===== config.mk =====
export PLATFORM = sky130hd
export DESIGN_NAME = fetch_unit
export DESIGN_NICKNAME = d
export VERILOG_FILES = /design/src/rtl/fetch_unit_pkg.sv /design/src/rtl/fetch_unit_next_pc_calc.sv /design/src/rtl/fetch_unit.sv
export SDC_FILE = /design/constraint.sdc
export NUM_CORES = 1
export LEC_CHECK = 0
export ABC_CLOCK_PERIOD_IN_PS = 7900
export CAP_MARGIN = 10
export CORE_ASPECT_RATIO = 0.5
export CORE_MARGIN = 2
export CORE_UTILIZATION = 43
export CTS_CLUSTER_SIZE = 10
export DETAILED_ROUTE_END_ITERATION = 10
export GPL_TIMING_DRIVEN = 0
export PLACE_DENSITY = 0.76
export SLEW_MARGIN = 40
export SYNTH_ARGS = -nofsm -noshare
export SYNTH_HDL_FRONTEND = slang
export SYNTH_SLANG_ARGS = --single-unit

===== constraint.sdc =====
create_clock -name clk -period 7.9 [get_ports clk]
set_clock_uncertainty 0.15 [all_clocks]
set_input_delay 1.58 -clock clk [delete_from_list [all_inputs] [get_ports clk]]
set_output_delay 1.58 -clock clk [all_outputs]
set_load 0.05 [all_outputs]

===== src/rtl/fetch_unit_pkg.sv =====
// Purpose: shared CPU constants (opcodes, functs) and the fetch state encoding.
// Latency: none, declarations only.
// Backpressure: not applicable.
package fetch_unit_pkg;

    localparam logic [5:0] RTYPE_OP = 6'h00;
    localparam logic [5:0] J_OP     = 6'h02;
    localparam logic [5:0] JAL_OP   = 6'h03;
    localparam logic [5:0] BEQ_OP   = 6'h04;
    localparam logic [5:0] BNE_OP   = 6'h05;
    localparam logic [5:0] ADDI_OP  = 6'h08;
    localparam logic [5:0] XORI_OP  = 6'h0E;
    localparam logic [5:0] LW_OP    = 6'h23;
    localparam logic [5:0] SW_OP    = 6'h2B;

    localparam logic [5:0] JR_FUNCT  = 6'h08;
    localparam logic [5:0] ADD_FUNCT = 6'h20;
    localparam logic [5:0] SUB_FUNCT = 6'h22;
    localparam logic [5:0] SLT_FUNCT = 6'h2A;

    typedef enum logic [1:0] {
        IDLE  = 2'd0,
        FETCH = 2'd1,
        EXEC  = 2'd2,
        HALT  = 2'd3
    } fetch_state_t;

    // Word-offset branch displacement, sign-extended to 32 bits.
    function automatic logic [31:0] branch_offset(input logic [15:0] imm);
        return {{14{imm[15]}}, imm, 2'b00};
    endfunction

endpackage


===== src/rtl/fetch_unit_next_pc_calc.sv =====
// Purpose: combinational next-PC selection for J/JAL/BEQ/BNE/JR, else pc+4.
// Latency: purely combinational.
// Backpressure: none; the caller decides when the result is taken.
module next_pc_calc
    import fetch_unit_pkg::*;
(
    input  logic [31:0] instr,
    input  logic [31:0] pc_plus4,
    input  logic        branch_taken,
    input  logic [31:0] jr_target,
    output logic [31:0] next_pc
);

    logic [5:0] op;
    logic [5:0] fn;

    assign op = instr[31:26];
    assign fn = instr[5:0];

    // Branch polarity is resolved upstream; only the taken flag matters here.
    always_comb begin
        next_pc = pc_plus4;
        if (op == J_OP || op == JAL_OP) begin
            next_pc = {pc_plus4[31:28], instr[25:0], 2'b00};
        end else if ((op == BEQ_OP || op == BNE_OP) && branch_taken) begin
            next_pc = pc_plus4 + branch_offset(instr[15:0]);
        end else if (op == RTYPE_OP && fn == JR_FUNCT) begin
            next_pc = jr_target;
        end
    end

endmodule


===== src/rtl/fetch_unit.sv =====
// Purpose: PC register and IDLE/FETCH/EXEC sequencer; FETCH_MISALIGN_TRAP_EN adds a JR misalign halt.
// Latency: imem_req in cycle N with imem_rdy high gives instr_valid in N+1; >= 2 cycles per instruction.
// Backpressure: FETCH holds imem_req/addr until imem_rdy; EXEC holds instr/pc until exec_done.
module fetch_unit
    import fetch_unit_pkg::*;
#(
    parameter logic [31:0] RESET_PC  = 32'h0000_0000,
    parameter int          CNT_WIDTH = 32
) (
    input  logic                 clk,
    input  logic                 reset,
    output logic                 imem_req,
    output logic [31:0]          imem_addr,
    input  logic                 imem_rdy,
    input  logic [31:0]          imem_data,
    output logic                 instr_valid,
    output logic [31:0]          instr,
    output logic [5:0]           opcode,
    output logic [5:0]           funct,
    output logic [31:0]          pc,
    output logic [31:0]          pc_plus4,
    input  logic                 exec_done,
    input  logic                 branch_taken,
    input  logic [31:0]          jr_target,
    output logic [CNT_WIDTH-1:0] retired
`ifdef FETCH_MISALIGN_TRAP_EN
    ,
    output logic                 misaligned
`endif
);

    fetch_state_t state, next_state;
    logic [31:0]  next_pc;
    logic [31:0]  pc_d;
    logic         retire;

    assign opcode    = instr[31:26];
    assign funct     = instr[5:0];
    assign pc_plus4  = pc + 32'd4;
    assign imem_addr = pc;
    assign retire    = (state == EXEC) && exec_done;

    next_pc_calc u_next_pc_calc (
        .instr        (instr),
        .pc_plus4     (pc_plus4),
        .branch_taken (branch_taken),
        .jr_target    (jr_target),
        .next_pc      (next_pc)
    );

`ifdef FETCH_MISALIGN_TRAP_EN
    logic jr_misalign;

    assign jr_misalign = (opcode == RTYPE_OP) && (funct == JR_FUNCT) && (jr_target[1:0] != 2'b00);
    assign misaligned  = (state == HALT);
    // A trapping JR keeps the faulting pc for debug.
    assign pc_d        = jr_misalign ? pc : next_pc;
`else
    assign pc_d        = next_pc & ~32'h3;
`endif

    always_comb begin
        next_state  = state;
        imem_req    = 1'b0;
        instr_valid = 1'b0;
        case (state)
            IDLE: next_state = FETCH;
            FETCH: begin
                imem_req = 1'b1;
                if (imem_rdy) next_state = EXEC;
            end
            EXEC: begin
                instr_valid = 1'b1;
                if (exec_done) begin
`ifdef FETCH_MISALIGN_TRAP_EN
                    next_state = jr_misalign ? HALT : FETCH;
`else
                    next_state = FETCH;
`endif
                end
            end
            HALT: next_state = HALT;
            default: next_state = IDLE;
        endcase
    end

    always_ff @(posedge clk or posedge reset) begin
        if (reset) begin
            state   <= IDLE;
            pc      <= RESET_PC;
            instr   <= 32'h0;
            retired <= '0;
        end else begin
            state <= next_state;
            if (state == FETCH && imem_rdy) instr <= imem_data;
            if (retire) begin
                pc      <= pc_d;
                retired <= retired + CNT_WIDTH'(1);
            end
        end
    end

endmodule


======== After elaboration in Yosys (flattened, before gate mapping) ========
Index checks and enable logic that the tools add are counted.
word-level totals
  register bits after elaboration ......... 96
  bits of input ports ..................... 69
  word-level logic and storage cells ...... 34
cells by class
  $add $sub $neg .......................... 3
  equal/unequal tests ..................... 10
  muxes and demuxes ....................... 8
  reductions and logical operators ........ 9
operator list
  cell                     count
  $mux W32                 3
  $add A32 B1 Y32 const B  1
  $add A32 B3 Y32 const B  1
  $add A32 B32 Y32         1
  $eq A6 B2 Y1 const B     2
  $eq A6 B3 Y1 const B     2
  $pmux W2 S4              1
  $eq A6 B4 Y1 const B     1
  $logic_not A6 Y1         1
  $eq A2 B2 Y1 const B     2
  $logic_and A1 B1 Y1      4
  $mux W2                  2
  $ne A2 B2 Y1 const B     2
  $eq A2 B1 Y1 const B     1
  $logic_not A2 Y1         1
  $logic_or A1 B1 Y1       2
  $mux W1                  2
  $reduce_and A2 Y1        1

======== Depth between registers and ports, before layout ========
Gate-level depths: netlist of the first run.
  depth in word-level cells ............... 5
  gate-level depth with buffers ........... 15

======== Hierarchy ========
Synthesis of the first run repeated with hierarchy kept, for this count alone.
second synthesis, totals
  cell total of the unflattened synthesis .. 816
  area total of the unflattened synthesis .. 7,323.3 um2
modules (own cells, without submodules)
  module        times used  cells each  area an instance (um2)
  fetch_unit    1           406         4,797.1
  next_pc_calc  1           410         2,526.2

======== Worst setup path before layout of the first run ========
No wires, ideal clock.
  path kind ............................... reg-to-reg
  from .................................... reg pc[2], in the netlist imem_addr[2]
  to ...................................... reg pc[31], in the netlist imem_addr[31]
  data arrival time ....................... 4,734 ps
  required time ........................... 7,618 ps
  setup slack ............................. 2,884 ps
  stages on the path, launching flop included .. 16
  path buffers ............................ 1
  path through ............................ dfrtp_1 > ha_1 > nand2_1 > nor4_4 > nand3_1 > xnor2_1 > ha_1 > buf_2 > a21o_1 > a21o_1 > a2111oi_2 > nor3_1 > a22o_1 > a211o_1 > xnor2_1 > o22ai_2
on the way
  longest elaborated chain between the ends .. 4
  elaborated cells on any way between the ends .. 5
  those cells by class .................... add/sub (2); mux (3)
ends and longest elaborated chain
  element                 line                           text
  start, declared         fetch_unit.sv:20               output logic [31:0] pc,
  start signal, assigned  fetch_unit.sv:97               pc <= pc_d;
  $add A32 B3 Y32         fetch_unit.sv:39               assign pc_plus4 = pc + 32'd4;
  named net pc_plus4[20]  fetch_unit.sv:21               output logic [31:0] pc_plus4,
  $add A32 B32 Y32        fetch_unit_next_pc_calc.sv:26  next_pc = pc_plus4 + branch_offset(instr[15:0]);
  $mux W32                fetch_unit_next_pc_calc.sv:25  end else if ((op == BEQ_OP || op == BNE_OP) && branch_taken) begin
  $mux W32                fetch_unit_next_pc_calc.sv:23  if (op == J_OP || op == JAL_OP) begin
The timed path passes the listed nets, and every way through them passes these cells.
A chain may end at the register's enable or synchronous reset.

======== Worst setup path after layout of the first run ========
  from .................................... reg pc[2], in the netlist imem_addr[2]
  to ...................................... out pc_plus4[30]
on the way
  longest elaborated chain between the ends .. 1
ends and longest elaborated chain
  element          line
  $add A32 B3 Y32  fetch_unit.sv:39
  end, declared    fetch_unit.sv:21
Every way passes these cells.

==> run summary, run 1 <==
HPWL after DPL -> 19,580 um
ranking of synthesized cells by area -> dfrtp_1 33%, xnor2_1 6.6%, ha_1 6.3%
Post-synth ARST share -> 100.0%
1st-iter DRT viols -> 646
CP Launch Type -> flop
initial antenna violation count -> 0
flops & latches, synth -> 96
Reg-to-Reg End -> imem_addr[31]
die area -> 18,110 sq um
CTS Root Buffer Type -> clkbuf_16
Core Region -> 16,520 sq um
H-tree levels -> 3
most frequent cells in the layout -> 234 x clkdlybuf4s50_1, 95 x dfrtp_1, 82 x nor2_1, 75 x nand2_1, 55 x xnor2_1
Mapped Avg Cell Area -> 8.930 sq um
IO Pins -> 243
total grt overflow -> 0
final hold vios -> 0
crit path setup slack, layout -> 2613 ps
cell count after synthesis -> 818
cells along the critical path -> ha_1 -> nand2_1 -> nor4_4 -> nand3_1 -> xnor2_1 -> clkdlybuf4s50_1
max-slew violation count -> 0
yosys warns -> 0
CTS Buf Count -> 9
Hold Buf Count CTS -> 0
post-route ant nets -> 0
WP buf/inv -> 1
Placer Congestion -> 0.9404
post-CTS setup buffer count -> 0
FF/Latch Area -> 2404 sq um
number of max-cap violations -> 0
Tmin final -> 5287 ps
main flop type after synthesis -> dfrtp_1
VDD IR max -> 0.2088 mV
Synth area leader -> dfrtp_1
post-synth top area share -> 32.89%
RSZ-0062 raised after global routing -> no
Worst Hold Class -> flop to flop
1st-pass router iterations -> 5
Rel. slew slack -> 43.53%
DIE HEIGHT -> 96.16 um
PD cells -> 439.3 nW/um^2
DRC Markers -> 0
Port Buf Inserts -> 234
vias in the first global route -> 6,901
share of cells above drive strength 1 -> 13.05%
first-pass GRT wire length -> 38,370 um
outcome -> finished, final reports clean
worst slack, placed -> 3016 ps
critical path type -> flop to primary output
Crit Path Max Fanout -> 8
worst-case reg-to-reg path depth -> 15
Wirelength per Cell -> 19.52 um
multi-input logic area -> 4379 sq um
clock slew at reported path FFs -> 70 ps
post_cts resized -> 0
cell family with most CP delay -> simple AND/OR/NAND/NOR gates
CTS Sinks -> 96
diode count -> 0
kind of end point of the critical path -> primary output
row cnt -> 33
reg-to-reg setup timing slack -> 3300 ps
CTS tree -> yes
fin area -> 10,260 sq um
hold depth -> 1
final net count -> 1,176
GRT Total Usage -> 27.48%
register area share after synthesis -> 32.89%
most common cell after layout, fill and taps aside -> clkdlybuf4s50_1
DP Cell Count -> 1,285
reg2reg start -> imem_addr[2]
vias per cell -> 5.578
clk buf depth -> 2
crit-path max cell delay -> 880 ps
Clk Latency, worst-skew pair -> 360 ps
wirelength, routed -> 25,380 um
final setup vio count -> 0
hold_sp -> retired[17]
number of synthesized flops with an enable pin -> 0
Tcrit/Tclk final -> 66.93%
Post-DP Area -> 9986 sq um
Initial Util -> 44.23%
Worst-Margin Slew -> 847.0 ps
Area Growth Syn to Fin -> 40.44%
synth unique cells -> 72
Layout fillers -> 1,447
synthesized cell area -> 7305 sq um
Vias -> 7,252
Data required, critical path -> 6170 ps
highest clock rate -> 0.1891 GHz
die width -> 188.3 um
hold endpoint -> retired[17]
Leak Pwr -> 4.554 nW
Worst Path Arrival -> 3560 ps
Final TNS setup -> 0 ps
slowest CP cell -> clkdlybuf4s50_1
pin count of the biggest net entering global routing -> 73
Post-Layout Cell Count -> 1,300
area by class of cell:
type	count	area share (%)
Buffer	80	4.927
Clock buffer	10	2.232
Clock inverter	5	0.4147
Inverter	10	0.4391
Multi-Input combinational cell	637	42.69
Sequential cell	96	23.43
Tap cell	227	2.769
Timing Repair Buffer	235	23.10
power by group:
part           switching (W)  internal, W
sequential          0.000271     0.000634
combinational        0.00201      0.00118
clock               0.000204     0.000215
total                0.00248      0.00202
worst max-delay path by stage:
stage,startpoint,endpoint,slack (ps),cells after the start
floorplan,imem_addr[2],imem_addr[31],2880,15
global placement,reset,instr[7],2050,2
detailed placement,imem_addr[2],pc_plus4[30],3020,6
CTS,imem_addr[2],pc_plus4[28],2600,7
global route,imem_addr[2],pc_plus4[28],2460,7
finish,imem_addr[2],pc_plus4[30],2610,6
cell usage after synthesis, types with 24 or more instances:
| cell type | number |
|---|---|
| a21oi_1 | 40 |
| nand2_1 | 75 |
| buf_4 | 50 |
| xnor2_1 | 55 |
| o21ai_0 | 53 |
| nor3_1 | 24 |
| ha_1 | 37 |
| nor2_1 | 82 |
| dfrtp_1 | 96 |
| xor2_1 | 25 |
| mux2_2 | 33 |
| nand3_1 | 33 |
cells by family (layout without fill, tap and decap cells):
family / count (synthesis) / after routing / synth area share [%]
multiplexers: 40 / 40 / 6.047
flip-flops: 96 / 96 / 32.89
other: 1 / 6 / 0.05134
XOR/XNOR: 82 / 82 / 10.19
adder cells (fa/ha/maj): 38 / 38 / 6.612
AND/OR/NAND/NOR: 291 / 291 / 21.05
buffers and inverters: 90 / 340 / 7.417
AO/OA/AOI/OAI: 180 / 180 / 15.74
through the flow:
| step | total power, W | utilization [%] | hold WS [ps] |
|---|---|---|---|
| 2_1_floorplan | 0.003078 | - | 348.0 |
| 3_3_place_gp | 0.004007 | 60.24 | 312.4 |
| 3_5_place_dp | 0.004050 | 60.46 | 331.9 |
| 4_1_cts | 0.004490 | 62.11 | 343.3 |
| 5_1_grt | 0.004724 | 62.11 | 366.0 |
| 6_report | 0.004507 | 62.11 | 334.6 |
metal layers:
layer	global-route usage [%]	vias up	wire length [um]
li1	-	3386	-
met1	36.23	3519	11100
met2	45.54	313	11950
met3	6.890	32	1948
met4	6.966	2	374
met5	1.648	-	8
worst reg2reg max path, cell delays in order (launching register included):
cell and delay [ps]:
dfrtp_1 550, ha_1 320, nand2_1 160, nor4_4 610
nand3_1 180, xnor2_1 290, ha_1 280, buf_2 170
a21o_1 200, a21o_1 210, a2111oi_2 360, nor3_1 190
a22o_1 240, a211o_1 300, xnor2_1 180, o22ai_2 80
flip-flops by register name, indices dropped and copies added (netlist names):
name       flops
imem_addr     30
instr         32
retired       32
state          2
Power figures use the tool's default switching activity.
==> run 2, diff against run 1 <==
- ABC_CLOCK_PERIOD_IN_PS: 7900 -> 4450
- PLACE_DENSITY: 0.76 -> 0.79
- clock period: 7.9 -> 4.45 ns (I/O delays scaled with it)
==> run 2 against run 1 <==
Effect of this change:
- combinational power is 79% higher
- utilization is 1.1 points higher
- die area stayed put
- critical endpoint is now imem_addr[25]
- total power is 81% higher
- via count is 1.5% higher
- worst hold slack worse by 14 ps
- routed wire length is 1.9% higher
- final cell count is 0.38% higher
- sequential share of layout area is 0.37 points lower
- critical path depth is 8 higher
- sequential cell count stayed put
==> run summary, run 2 (synthesized netlist as in run 1, its figures left out) <==
CTS tree -> yes
Worst Hold Class -> flop to flop
Core Region -> 16,520 sq um
Area Growth Syn to Fin -> 42.87%
CTS Buf Count -> 9
PD cells -> 781.8 nW/um^2
clk buf depth -> 2
1st-pass router iterations -> 5
H-tree levels -> 3
HPWL after DPL -> 19,750 um
clock slew at reported path FFs -> 70 ps
row cnt -> 33
die width -> 188.3 um
wirelength, routed -> 25,860 um
post-route ant nets -> 0
vias in the first global route -> 7,119
CTS Sinks -> 96
Placer Congestion -> 0.9344
number of max-cap violations -> 0
initial antenna violation count -> 0
CP Launch Type -> flop
total power -> 0.008160 W
Rel. slew slack -> 43.10%
final net count -> 1,180
Worst Path Arrival -> 4350 ps
Port Buf Inserts -> 234
Layout fillers -> 1,404
RSZ-0062 raised after global routing -> no
GRT Total Usage -> 27.97%
final setup vio count -> 0
final hold vios -> 0
Wirelength per Cell -> 19.82 um
kind of end point of the critical path -> flop
max-slew violation count -> 0
Tmin final -> 4266 ps
1st-iter DRT viols -> 596
Final TNS setup -> 0 ps
Data required, critical path -> 4540 ps
Tcrit/Tclk final -> 95.87%
Worst-Margin Slew -> 853.5 ps
DRC Markers -> 0
Crit Path Max Fanout -> 8
critical path type -> flop to flop
Hold Buf Count CTS -> 0
outcome -> finished, final reports clean
VDD IR max -> 0.3919 mV
CTS Root Buffer Type -> clkbuf_16
IO Pins -> 243
vias per cell -> 5.643
diode count -> 0
most frequent cells in the layout -> 232 x clkdlybuf4s50_1, 93 x dfrtp_1, 82 x nor2_1, 75 x nand2_1, 54 x buf_4
Vias -> 7,364
share of cells above drive strength 1 -> 14.84%
FF/Latch Area -> 2406 sq um
die area -> 18,110 sq um
DIE HEIGHT -> 96.16 um
most common cell after layout, fill and taps aside -> clkdlybuf4s50_1
pin count of the biggest net entering global routing -> 72
Initial Util -> 44.23%
highest clock rate -> 0.2344 GHz
total grt overflow -> 0
multi-input logic area -> 4493 sq um
Hold Worst Slack -> 321.1 ps
Leak Pwr -> 4.679 nW
Clk Latency, worst-skew pair -> 360 ps
first-pass GRT wire length -> 38,980 um
## run 2: changes by cell type in the layout (fill, tap and decap cells not counted), moves of 2 or more
| cell | delta |
|---|---|
| dfrtp_2 | +2 |
| xnor2_2 | +9 |
| xor2_1 | -3 |
| clkdlybuf4s50_1 | -2 |
| xor2_2 | +3 |
| dlygate4sd2_1 | +2 |
| xnor2_1 | -10 |
| buf_4 | +4 |
| dfrtp_1 | -2 |
## run 2: per-stage QoR
stage / instance area [sq um] / instances / setup WS [ps] / utilization, %
2_1_floorplan: 7435 / 823 / 23.85 / -
3_3_place_gp: 10060 / 1284 / -976.6 / 60.92
3_5_place_dp: 10100 / 1285 / 41.06 / 61.14
4_1_cts: 10400 / 1301 / 1.207 / 62.98
5_1_grt: 10440 / 1305 / 53.79 / 63.19
6_report: 10440 / 1305 / 183.7 / 63.19
## run 2: path summary, 6_finish.rpt
| check | end | cells past startpoint | start | slack (ps) |
|---|---|---|---|---|
| worst max-delay path | imem_addr[25] | 14 | imem_addr[2] | 180 |
| worst min-delay path | retired[31] | 1 | retired[31] | 320 |
| worst max register to register | imem_addr[25] | 14 | imem_addr[2] | 180 |
| worst min register to register | retired[31] | 1 | retired[31] | 320 |
| max in group asynchronous | imem_addr[3] | 3 | reset | 2790 |
| min in group asynchronous | instr[29] | 2 | reset | 730 |
## run 2: repair_timing
action,CTS,global route
buffers inserted,0,4
endpoints found under the setup margin,2,10
gates resized for setup,2,1
pin swaps,0,2
## run 2: final cells by class
class	instances	area share, %
clock buffer	11	2.326
inverter	10	0.4316
timing repair buffer	239	22.97
sequential	96	23.05
buffer	80	4.832
multi-input combinational	637	43.05
tap	227	2.721
clock inverter	5	0.6114
## run 2: report_power, final
part           leakage (nW)  internal (W)  switching [W]  total (W)
combinational          3.28       0.00212        0.00358    0.00569
sequential             1.25       0.00113       0.000511    0.00164
clock                 0.152      0.000458       0.000371   0.000829
total                  4.68       0.00370        0.00446    0.00816
## run 2: critical path, stage by stage (launching register included)
cell      delay, ps
dfrtp_2         470
ha_1            270
nand2_1         180
nor4_1          470
xor2_2          270
ha_1            290
buf_4           170
a211oi_2        240
o21ai_0         150
a221oi_2        400
nor3_1          140
or2_4           300
or3_1           360
a31oi_1         210
nor3_1           80
## run 2: metal layers
metal | track usage, % | part of all wire (%) | wire (um)
met1 | 37.45 | 44 | 11350
met2 | 46.16 | 47 | 12060
met3 | 6.271 | 7.5 | 1935
met4 | 7.682 | 2.0 | 516
met5 | 0 | 0 | 0
==> run 3, diff against run 2 <==
- SYNTH_HIERARCHICAL: unset -> 1
==> run 3 against run 2 <==
Effect of this change:
- synthesized cell count shrank 0.98%
- sequential share of layout area shrank 0.089 points
- critical path type unchanged
- count of clock-buffer cells in the layout shrank 2
- largest cell class unchanged
- first-iteration DRC count grew 5.5%
- routed wire length shrank 4.0%
==> run summary, run 3 <==
die width -> 188.2 um
Core Region -> 16,470 sq um
clk buf depth -> 2
vias in the first global route -> 6,898
worst slack, placed -> 9.378 ps
Post-Layout Cell Count -> 1,298
final hold vios -> 0
worst-case reg-to-reg path depth -> 17
Placer Congestion -> 0.9642
CTS tree -> yes
GRT Total Usage -> 26.92%
met3 Usage GRT -> 6.489%
Initial Util -> 44.30%
initial antenna violation count -> 0
cell family with most CP delay -> compound AO/OA/AOI/OAI gates
final setup vio count -> 0
Leak Pwr -> 4.660 nW
Crit Path Max Fanout -> 7
slowest CP cell -> dfrtp_2
Post-DP Area -> 10,090 sq um
max-slew violation count -> 0
vias per cell -> 5.589
highest clock rate -> 0.2359 GHz
met1 GRT Util -> 34.79%
Vias -> 7,254
outcome -> finished, final reports clean
Worst Hold Class -> flop to flop
DP Cell Count -> 1,277
final net count -> 1,167
Clk Latency, worst-skew pair -> 350 ps
Wirelength per Cell -> 19.12 um
Critical Path Stages -> 17
kind of end point of the critical path -> flop
DIE HEIGHT -> 96.12 um
CP Launch Type -> flop
Tmin final -> 4240 ps
most frequent cells in the layout -> 234 x clkdlybuf4s50_1, 109 x nand2_1, 94 x dfrtp_1, 66 x a21oi_1, 61 x mux2_2
CTS Root Buffer Type -> clkbuf_16
number of max-cap violations -> 0
cell count after synthesis -> 810
total grt overflow -> 0
post-route ant nets -> 0
diode count -> 0
H-tree levels -> 3
critical path type -> flop to flop
WP buf/inv -> 3
DRC Markers -> 0
synthesized cell area -> 7298 sq um
Worst-Margin Slew -> 774.1 ps
wirelength, routed -> 24,820 um
die area -> 18,090 sq um
first-pass GRT wire length -> 37,890 um
Tcrit/Tclk final -> 95.27%
Hold Buf Count CTS -> 0
hold depth -> 1
fin util -> 63.56%
share of cells above drive strength 1 -> 17.74%
CTS Sinks -> 96
CTS Buf Count -> 9
clock slew at reported path FFs -> 80 ps
PD cells -> 696.2 nW/um^2
HPWL after DPL -> 19,290 um
yosys warns -> 6
VDD IR max -> 0.3216 mV
IO Pins -> 243
Rel. slew slack -> 48.40%
crit-path max cell delay -> 450 ps
row cnt -> 33
global route hottest layer -> met2
Mapped Avg Cell Area -> 9.010 sq um
crit path setup slack, layout -> 210.3 ps
Port Buf Inserts -> 234
most common cell after layout, fill and taps aside -> clkdlybuf4s50_1
RSZ-0062 raised after global routing -> no
GR Util met2 -> 44.77%
fin area -> 10,470 sq um
Worst Path Arrival -> 4330 ps
pin count of the biggest net entering global routing -> 65
Hold Worst Slack -> 336.4 ps
cells along the critical path -> ha_1 -> nand4_1 -> buf_4 -> nor4_4 -> buf_4 -> nand2_1 -> xnor2_2 -> ha_1 -> o21a_1 -> o221a_1 -> inv_1 -> a2111oi_4 -> o21ai_2 -> o21ai_2 -> mux2i_1 -> a21oi_1 -> mux2_2
1st-pass router iterations -> 5
Data required, critical path -> 4540 ps
Area Growth Syn to Fin -> 43.48%
1st-iter DRT viols -> 629
## run 3: power breakdown
group	internal, W	switching [W]
clock	0.000455	0.000394
sequential	0.00110	0.000444
combinational	0.00181	0.00309
total	0.00336	0.00393
## run 3: metal layers
layer / wire, um / part of all wire [%]
met1: 10260 / 41
met2: 11670 / 47
met3: 2286 / 9.2
met4: 592 / 2.4
met5: 0 / 0
## run 3: timing repair
item,CTS,global route
resized for setup,0,7
setup endpoints to repair,1,11
setup buffers,2,3
pin swaps,1,2
## run 3: final timing paths
kind                         startpoint            end  slack [ps]
setup / recovery           imem_addr[3]  imem_addr[31]         210
hold / removal              retired[31]    retired[31]         340
setup reg to reg           imem_addr[3]  imem_addr[31]         210
hold reg to reg             retired[31]    retired[31]         340
max in group asynchronous         reset       instr[9]        2800
min in group asynchronous         reset       instr[3]         740
## run 3: final cells by class
class,instances,area [sq um]
Inverter,12,52.55
Timing Repair Buffer,240,2407
Fill cell,1352,6003
Multi-Input combinational cell,630,4504
Clock inverter,7,96.34
Tap cell,227,284.0
Buffer,77,496.7
Clock buffer,9,225.2
Sequential cell,96,2405
## run 3: through the flow
| stage | power [W] | TNS (ps) |
|---|---|---|
| 2_1_floorplan | 0.004838 | -3.749 |
| 3_3_place_gp | 0.006293 | -69250 |
| 3_5_place_dp | 0.006368 | 0 |
| 4_1_cts | 0.007238 | 0 |
| 5_1_grt | 0.007640 | 0 |
| 6_report | 0.007290 | 0 |
